[src/rtl/mult_req_sched.sv]
// Operand FIFO plus issue/wait/hold sequencer driving a fixed-latency shift-add multiplier.
// Optional MULT_SCHED_ZERO_SKIP_EN: pairs with a zero operand bypass the multiplier.
module mult_req_sched #(
  parameter int M          = 4,
  parameter int MUL_LAT    = 10,
  parameter int FIFO_DEPTH = 4
) (
  input  logic           clk,
  input  logic           reset_n,
  input  logic           in_valid,
  output logic           in_ready,
  input  logic [M-1:0]   in_a,
  input  logic [M-1:0]   in_b,
  output logic [M-1:0]   mul_a,
  output logic [M-1:0]   mul_b,
  output logic           mul_start,
  input  logic [2*M-1:0] mul_s,
  output logic           out_valid,
  input  logic           out_ready,
  output logic [2*M-1:0] out_p,
  output logic           busy
);

  localparam int PW = $clog2(FIFO_DEPTH);
  localparam int CW = $clog2(MUL_LAT + 1);

  typedef enum logic [2:0] {
    S_IDLE,
    S_ISSUE,
    S_WAIT,
    S_SKIP,
    S_HOLD
  } state_t;

  state_t state, state_nxt;

  logic [2*M-1:0] mem [FIFO_DEPTH];
  logic [PW-1:0]  wr_ptr, rd_ptr;
  logic [PW:0]    count;
  logic           full, empty, push, pop;
  logic [M-1:0]   head_a, head_b;
  logic [CW-1:0]  cnt;

  assign full     = (count == (PW+1)'(FIFO_DEPTH));
  assign empty    = (count == '0);
  assign in_ready = !full;
  assign push     = in_valid && in_ready;
  assign pop      = (state == S_IDLE) && !empty;
  assign head_a   = mem[rd_ptr][2*M-1:M];
  assign head_b   = mem[rd_ptr][M-1:0];

  always_ff @(posedge clk) begin
    if (push) mem[wr_ptr] <= {in_a, in_b};
  end

  // Pointers wrap naturally because FIFO_DEPTH is a power of two.
  always_ff @(posedge clk or negedge reset_n) begin
    if (!reset_n) begin
      wr_ptr <= '0;
      rd_ptr <= '0;
      count  <= '0;
    end else begin
      if (push) wr_ptr <= wr_ptr + PW'(1);
      if (pop)  rd_ptr <= rd_ptr + PW'(1);
      case ({push, pop})
        2'b10:   count <= count + (PW+1)'(1);
        2'b01:   count <= count - (PW+1)'(1);
        default: count <= count;
      endcase
    end
  end

  always_ff @(posedge clk or negedge reset_n) begin
    if (!reset_n) state <= S_IDLE;
    else          state <= state_nxt;
  end

  always_comb begin
    state_nxt = state;
    case (state)
      S_IDLE: begin
        if (!empty) begin
`ifdef MULT_SCHED_ZERO_SKIP_EN
          if (head_a == '0 || head_b == '0) state_nxt = S_SKIP;
          else                              state_nxt = S_ISSUE;
`else
          state_nxt = S_ISSUE;
`endif
        end
      end
      S_ISSUE: state_nxt = S_WAIT;
      S_WAIT:  if (cnt == '0) state_nxt = S_HOLD;
      S_SKIP:  state_nxt = S_HOLD;
      S_HOLD:  if (out_ready) state_nxt = S_IDLE;
      default: state_nxt = S_IDLE;
    endcase
  end

  assign mul_start = (state == S_ISSUE);
  assign out_valid = (state == S_HOLD);
  assign busy      = (state != S_IDLE) || !empty;

  // Counter loaded in ISSUE so the capture edge is MUL_LAT edges after start is sampled.
  always_ff @(posedge clk or negedge reset_n) begin
    if (!reset_n) begin
      mul_a <= '0;
      mul_b <= '0;
      cnt   <= '0;
      out_p <= '0;
    end else begin
      if (pop) begin
        mul_a <= head_a;
        mul_b <= head_b;
      end
      if (state == S_ISSUE)
        cnt <= CW'(MUL_LAT - 1);
      else if (state == S_WAIT && cnt != '0)
        cnt <= cnt - CW'(1);
      if (state == S_WAIT && cnt == '0)
        out_p <= mul_s;
      else if (state == S_SKIP)
        out_p <= '0;
    end
  end

endmodule

[config.mk]
export PLATFORM = sky130hd
export DESIGN_NAME = mult_req_sched
export DESIGN_NICKNAME = d
export VERILOG_FILES = /design/src/rtl/mult_req_sched.sv
export SDC_FILE = /design/constraint.sdc
export NUM_CORES = 1
export LEC_CHECK = 0
export BUFFER_PORTS_ARGS = -buffer_cell sky130_fd_sc_hd__buf_4
export CAP_MARGIN = 20
export CORE_UTILIZATION = 45
export CTS_CLUSTER_DIAMETER = 100
export CTS_CLUSTER_SIZE = 12
export DETAILED_ROUTE_END_ITERATION = 12
export PLACE_DENSITY = 0.66
export SLEW_MARGIN = 10
export SYNTH_ARGS = -nofsm -noshare
export SYNTH_HDL_FRONTEND = slang
export SYNTH_SLANG_ARGS = --single-unit
[constraint.sdc]
create_clock -name clk -period 4.69 [get_ports clk]
set_input_delay 0.938 -clock clk [delete_from_list [all_inputs] [get_ports clk]]
set_output_delay 0.938 -clock clk [all_outputs]
set_load 0.05 [all_outputs]
==> impl_metrics.json, run 1 <==
{
  "ys_warn_count": 0,
  "regArea_um2": 1710,
  "clk_pin_slew_ps": 60,
  "drive_gt1_share_pct": 34.1,
  "vias": 1421,
  "fp.dieW_um": 76.6,
  "syn_area_um2": 2500,
  "ff2ff_setup_slack_ps": 1800,
  "synth_nets": 180,
  "nFillCells": 418,
  "worstPathArrival_ps": 3140,
  "critical-path-top-delay-family": "simple AND/OR/NAND/NOR gates",
  "first_iter_violations": 91,
  "area_delta_synth_final_pct": 22.8,
  "end_kind": "register",
  "syn-mean-instance-area_um2": 16.3,
  "portBuffers": 39,
  "synthCells": 153,
  "setup_viol_count_final": 0,
  "wl_per_cell_um": 16.6,
  "cts_resized": 0,
  "dp_hpwl_um": 3160,
  "clock_sinks": 62,
  "die-area_um2": 5860,
  "post_cts_buffers": 0,
  "start_util_pct": 47.8,
  "placed_cells": 259,
  "gp_congestion": 0.764,
  "yosysUniqueCellTypes": 31,
  "nets": 227,
  "multi_input_area_um2": 738,
  "startpoint_type": "register",
  "critPathLaunch": "state[0]",
  "grt_pass1_wl_um": 7760,
  "track_usage_pct": 18.3,
  "min_path_type": "reg2reg",
  "tightest_slew_ps": 980,
  "cts_root_buf": "clkbuf_8",
  "antenna_found_initial": 0,
  "max-cap-violations": 0,
  "via_per_inst": 5.17,
  "grt_pass1_vias": 1557,
  "drc": 0,
  "worstSkewPairLatency_ps": 340,
  "r2r_start": "state[0]",
  "antenna_cells": 0,
  "cts_tree": "built",
  "cts.path.max_buffers": 2,
  "ant_nets": 0,
  "worst-path-stages": 8,
  "status": "complete, no violations",
  "r2r_cells": 8,
  "hold_violations": 0,
  "final_max_slew_viol_count": 0,
  "whs_ps": 499,
  "critical-path-max-stage-delay_ps": 830,
  "numCtsBuffers": 9,
  "pin_count": 40,
  "num_rows": 26,
  "critPathMaxFanout": 10,
  "crit_slowest_cell": "nor2b_1",
  "crit_buf_inv": 1,
  "slew_headroom_pct": 34.5,
  "cts_max_level": 3,
  "overflow": 0,
  "power_density_nw_per_um2": 772,
  "p_leak_uw": 0.00130,
  "path_class": "reg2reg",
  "fin_cells": 275,
  "fp.dieH_um": 76.6,
  "rsz0062_at_grt": "no",
  "cp_common_cell": "xor2_1",
  "fin_crit_ps": 2890,
  "required_ps": 4940,
  "fin_crit_sh_pct": 61.5,
  "ctsHoldBuffers": 0,
  "peakVddDrop_mv": 0.417,
  "tns_ps": 0,
  "core_region_area_um2": 5240,
  "wirelength_um": 4550,
  "r2r-end": "count[2]",
  "path_cells": "nor3_1 > nor2b_1 > ha_1 > inv_1 > fa_1 > xor2_1 > nor2_1 > xor2_1",
  "dr.pass1.iters": 4,
  "grt_max_degree": 31,
  "crit_path_end": "count[2]",
  "fmax_mhz": 346,
  "synth-seq-cells": 62,
  "ys_seq_area_share_pct": 68.4,
  "fin_skew_ps": 5.92
}
[per-stage QoR]
step	utilization, %	power [uW]	setup WS (ps)	instance area (um2)
after global placement	54.8	1850	1920	2870
after CTS	58.6	2400	1770	3070
final	58.6	2370	1800	3070
after global routing	58.6	2520	1560	3070
after floorplan	-	1620	1930	2500
after detailed placement	54.8	1900	1810	2870
[state kept, by name, indices dropped and copies added, names as in the netlist]
register  cells
state         3
out_p         8
cnt           4
mul_a         4
rd_ptr        2
wr_ptr        2
mul_b         4
mem          32
count         3
[placed cells by master (no fill, tap or decap), drive strengths merged]
cell / count
nor3: 4
clkinv: 4
nor2: 4
or3b: 3
or4: 1
mux2i: 1
buf: 39
clkbuf: 10
or3: 2
fa: 1
ha: 6
o21ai: 5
nand3: 1
mux2: 9
bufinv: 2
nand2: 3
edfxtp: 32
and3b: 1
inv: 10
mux4: 8
dfrtp: 30
a22o: 8
xor2: 4
and2: 1
a21o: 1
xnor2: 2
a21oi: 3
and3: 4
nor3b: 3
nor2b: 3
[cells in the mapped netlist, drive strengths merged]
cell    instances  area (um2)
a21oi           3        15.0
inv            10        37.5
mux2            9         101
and2            1        6.26
nor2            4        15.0
nor2b           3        18.8
nand2           3        11.3
xor2            4        35.0
nor3            4        20.0
and3            4        25.0
a22o            8        70.1
a21o            1        7.51
xnor2           2        17.5
and3b           1        8.76
ha              6        75.1
fa              1        20.0
or3b            3        28.8
or3             2        12.5
nand3           1        5.00
o21ai           5        25.0
edfxtp         32         961
mux2i           1        10.0
mux4            8         180
buf             3        13.8
nor3b           3        22.5
or4             1        7.51
dfrtp          30         751
[layer usage]
metal,share of wire [%],vias up,GRT usage (%)
met5,0,-,0
met4,2.3,0,11.0
met3,3.0,10,5.51
met2,51,26,29.7
met1,43,721,21.5
li1,-,664,-
[layout make-up]
cell class / instances / share of cell area [%]
timing repair buffer: 39 / 9.53
multi-input combinational: 78 / 24.0
clock buffer: 10 / 4.15
inverter: 10 / 1.22
clock inverter: 6 / 2.48
tap: 70 / 2.85
sequential: 62 / 55.7
[logic make-up after synthesis]
kind of cell	Yosys count	share of synthesized area (%)
xor gates and xnor gates	6	2.10
muxes	18	11.7
AOI/OAI and AO/OA	17	4.70
DFF	62	68.4
buffers and inverters	13	2.05
and+or+nand+nor	30	7.25
adders and majority gates	7	3.80
[worst min path at each step]
stage | startpoint | endpoint | slack (ps) | depth (start not counted)
floorplan | count[2] | count[2] | 450 | 1
global placement | count[2] | count[2] | 470 | 1
detailed placement | count[2] | count[2] | 490 | 1
CTS | count[2] | count[2] | 500 | 1
global route | count[2] | count[2] | 530 | 1
finish | count[2] | count[2] | 500 | 1
[report_power, final]
group | switching [uW] | total (uW) | internal [uW] | leakage [uW]
Combinational | 575 | 977 | 402 | 0.000530
Sequential | 140 | 906 | 766 | 0.000665
Clock | 196 | 489 | 293 | 0.000103
(Power assumes the default switching activity.)
==> run 2: changes to the inputs <==
--- a/config.mk
+++ b/config.mk
@@ -5,13 +5,14 @@
 export SDC_FILE = /design/constraint.sdc
 export NUM_CORES = 1
 export LEC_CHECK = 0
+export ABC_AREA = 1
 export BUFFER_PORTS_ARGS = -buffer_cell sky130_fd_sc_hd__buf_4
 export CAP_MARGIN = 20
 export CORE_UTILIZATION = 45
 export CTS_CLUSTER_DIAMETER = 100
 export CTS_CLUSTER_SIZE = 12
 export DETAILED_ROUTE_END_ITERATION = 12
-export PLACE_DENSITY = 0.66
+export PLACE_DENSITY = 0.68
 export SLEW_MARGIN = 10
 export SYNTH_ARGS = -nofsm -noshare
 export SYNTH_HDL_FRONTEND = slang
==> constraint.sdc (replaced) <==
create_clock -name clk -period 2.4 [get_ports clk]
set_input_delay 0.48 -clock clk [delete_from_list [all_inputs] [get_ports clk]]
set_output_delay 0.48 -clock clk [all_outputs]
set_load 0.05 [all_outputs]
==> impl_metrics.json, run 2 <==
{
  "status": "complete, no violations",
  "crit_path_end": "count[2]",
  "num_rows": 27,
  "via_per_inst": 4.62,
  "max-cap-violations": 0,
  "worstSkewPairLatency_ps": 330,
  "worstPathArrival_ps": 2470,
  "drc": 0,
  "yosys.area.top_type": "edfxtp_1",
  "synth.area.top_cells": "edfxtp_1 35%, dfrtp_1 28%, nand2_1 17%, inv_1 3.9%, ha_1 2.8%",
  "final_common_cell": "nand2_1",
  "grt_pass1_vias": 1866,
  "syn_area_um2": 2720,
  "regMostFlops": "mem",
  "fin_skew_ps": 4.90,
  "r2r_cells": 11,
  "p_leak_uw": 0.00164,
  "dp_hpwl_um": 3580,
  "portBuffers": 39,
  "area_delta_synth_final_pct": 21.3,
  "synth.most_common_cell": "nand2_1",
  "final_core_util_pct": 58.1,
  "slew_headroom_pct": 73.0,
  "cts_max_level": 3,
  "yosysUniqueCellTypes": 27,
  "grt_max_degree": 31,
  "fp.dieH_um": 79.7,
  "fin_cells": 402,
  "overflow": 0,
  "multi_input_area_um2": 836,
  "worst-path-stages": 11,
  "rsz0062_at_grt": "no",
  "numCtsBuffers": 9,
  "tightest_slew_ps": 404,
  "final_cell_mix": "120 x nand2_1, 44 x buf_4, 32 x edfxtp_1",
  "startpoint_type": "register",
  "largest_reg_flops": 32,
  "path_class": "reg2reg",
  "largest_registers": "mem (32), out_p (8)",
  "crit_slowest_cell": "dfrtp_1",
  "synthTopCellsByCount": "120 x nand2_1, 32 x edfxtp_1, 30 x dfrtp_1, 28 x inv_1, 10 x o21ai_0",
  "clk_pin_slew_ps": 70,
  "synth_edf_count": 32,
  "required_ps": 2660,
  "min_path_type": "in2async",
  "wirelength_um": 5170,
  "synth_nets": 302,
  "tns_ps": 0,
  "cts_tree": "built",
  "wl_per_cell_um": 12.9,
  "yosys.area.top_type_share_pct": 35.3,
  "critical-path-max-stage-delay_ps": 450,
  "first_iter_violations": 110,
  "core_region_area_um2": 5680,
  "critical-path-top-delay-family": "simple AND/OR/NAND/NOR gates",
  "cts.path.max_buffers": 2,
  "vias": 1859,
  "critPathLaunch": "state[0]",
  "antenna_found_initial": 0,
  "final_max_slew_viol_count": 0,
  "fp.dieW_um": 79.7,
  "fin_area_um2": 3300,
  "track_usage_pct": 19.3,
  "cts_resized": 0,
  "synthFlopType": "edfxtp_1",
  "crit_buf_inv": 4,
  "r2r_start": "state[0]",
  "syn-mean-instance-area_um2": 9.89,
  "synth-seq-cells": 62,
  "antenna_cells": 0,
  "dr.pass1.iters": 4,
  "ys_seq_area_share_pct": 62.9,
  "end_kind": "register",
  "die-area_um2": 6360,
  "synthCells": 275,
  "hold_violations": 0,
  "setup_viol_count_final": 0,
  "fin_crit_ps": 2210,
  "nets": 352,
  "ctsHoldBuffers": 0,
  "ff2ff_setup_slack_ps": 190,
  "grt_pass1_wl_um": 8730,
  "start_util_pct": 47.9,
  "cp_common_cell": "inv_2",
  "ant_nets": 0,
  "peakVddDrop_mv": 0.689,
  "path_cells": "inv_2 > nand3_2 > inv_2 > nand2_4 > inv_2 > ha_1 > inv_1 > fa_1 > or2_2 > nand2_1 > xor2_1",
  "critPathMaxFanout": 13,
  "cts_root_buf": "clkbuf_8",
  "gp_congestion": 0.693,
  "power_density_nw_per_um2": 1430,
  "ys_warn_count": 0,
  "drive_gt1_share_pct": 22.4,
  "fmax_mhz": 453,
  "postPlaceCellArea_um2": 3090,
  "pin_count": 40,
  "regArea_um2": 1710,
  "async_flop_share_pct": 48.4,
  "placed_cells": 386,
  "nFillCells": 483,
  "fin_crit_sh_pct": 92.0,
  "r2r-end": "count[2]",
  "post_cts_buffers": 0,
  "clock_sinks": 62
}
-- run 2: area by class of cell --
cell class	count	area share [%]
tap	72	2.73
clock buffer	11	3.98
timing repair buffer	44	10.0
multi-input combinational	175	25.3
sequential	62	51.9
inverter	33	3.83
clock inverter	5	2.24
-- run 2: stage by stage --
step	total power (uW)	hold slack [ps]	setup slack, ps
finish	4710	67.6	191
global route	5080	85.4	44.4
CTS	4760	70.5	176
detailed placement	3790	445	194
global placement	3720	437	304
floorplan	3240	184	23.5
-- run 2: cells by family after synthesis --
| kind of cell | count (synthesis) | synth area share [%] |
|---|---|---|
| AO/OA/AOI/OAI | 13 | 2.39 |
| XOR/XNOR | 5 | 1.61 |
| adder cells (fa/ha/maj) | 7 | 3.50 |
| buffers and inverters | 38 | 6.35 |
| flip-flops | 62 | 62.9 |
| AND/OR/NAND/NOR | 150 | 23.2 |
-- run 2: report_power, final --
part | switching (uW) | internal (uW) | leakage, uW
Sequential | 217 | 1470 | 0.000672
Clock | 390 | 578 | 0.000105
Combinational | 1410 | 647 | 0.000866
Total | 2010 | 2690 | 0.00164
-- run 2: routing by layer --
metal,GRT usage (%),wire length [um]
met5,0,0
met4,10.7,108
met3,5.26,179
met1,23.7,2360
met2,30.9,2520
-- run 2: worst min-delay path by stage --
stage	slack, ps	cells past startpoint	startpoint	end
after CTS	70	1	reset_n	cnt[0]
after global routing	90	1	reset_n	mul_a[2]
after floorplan	180	0	reset_n	cnt[0]
after global placement	440	1	reset_n	cnt[1]
final	70	1	reset_n	mul_a[0]
after detailed placement	450	1	reset_n	cnt[1]
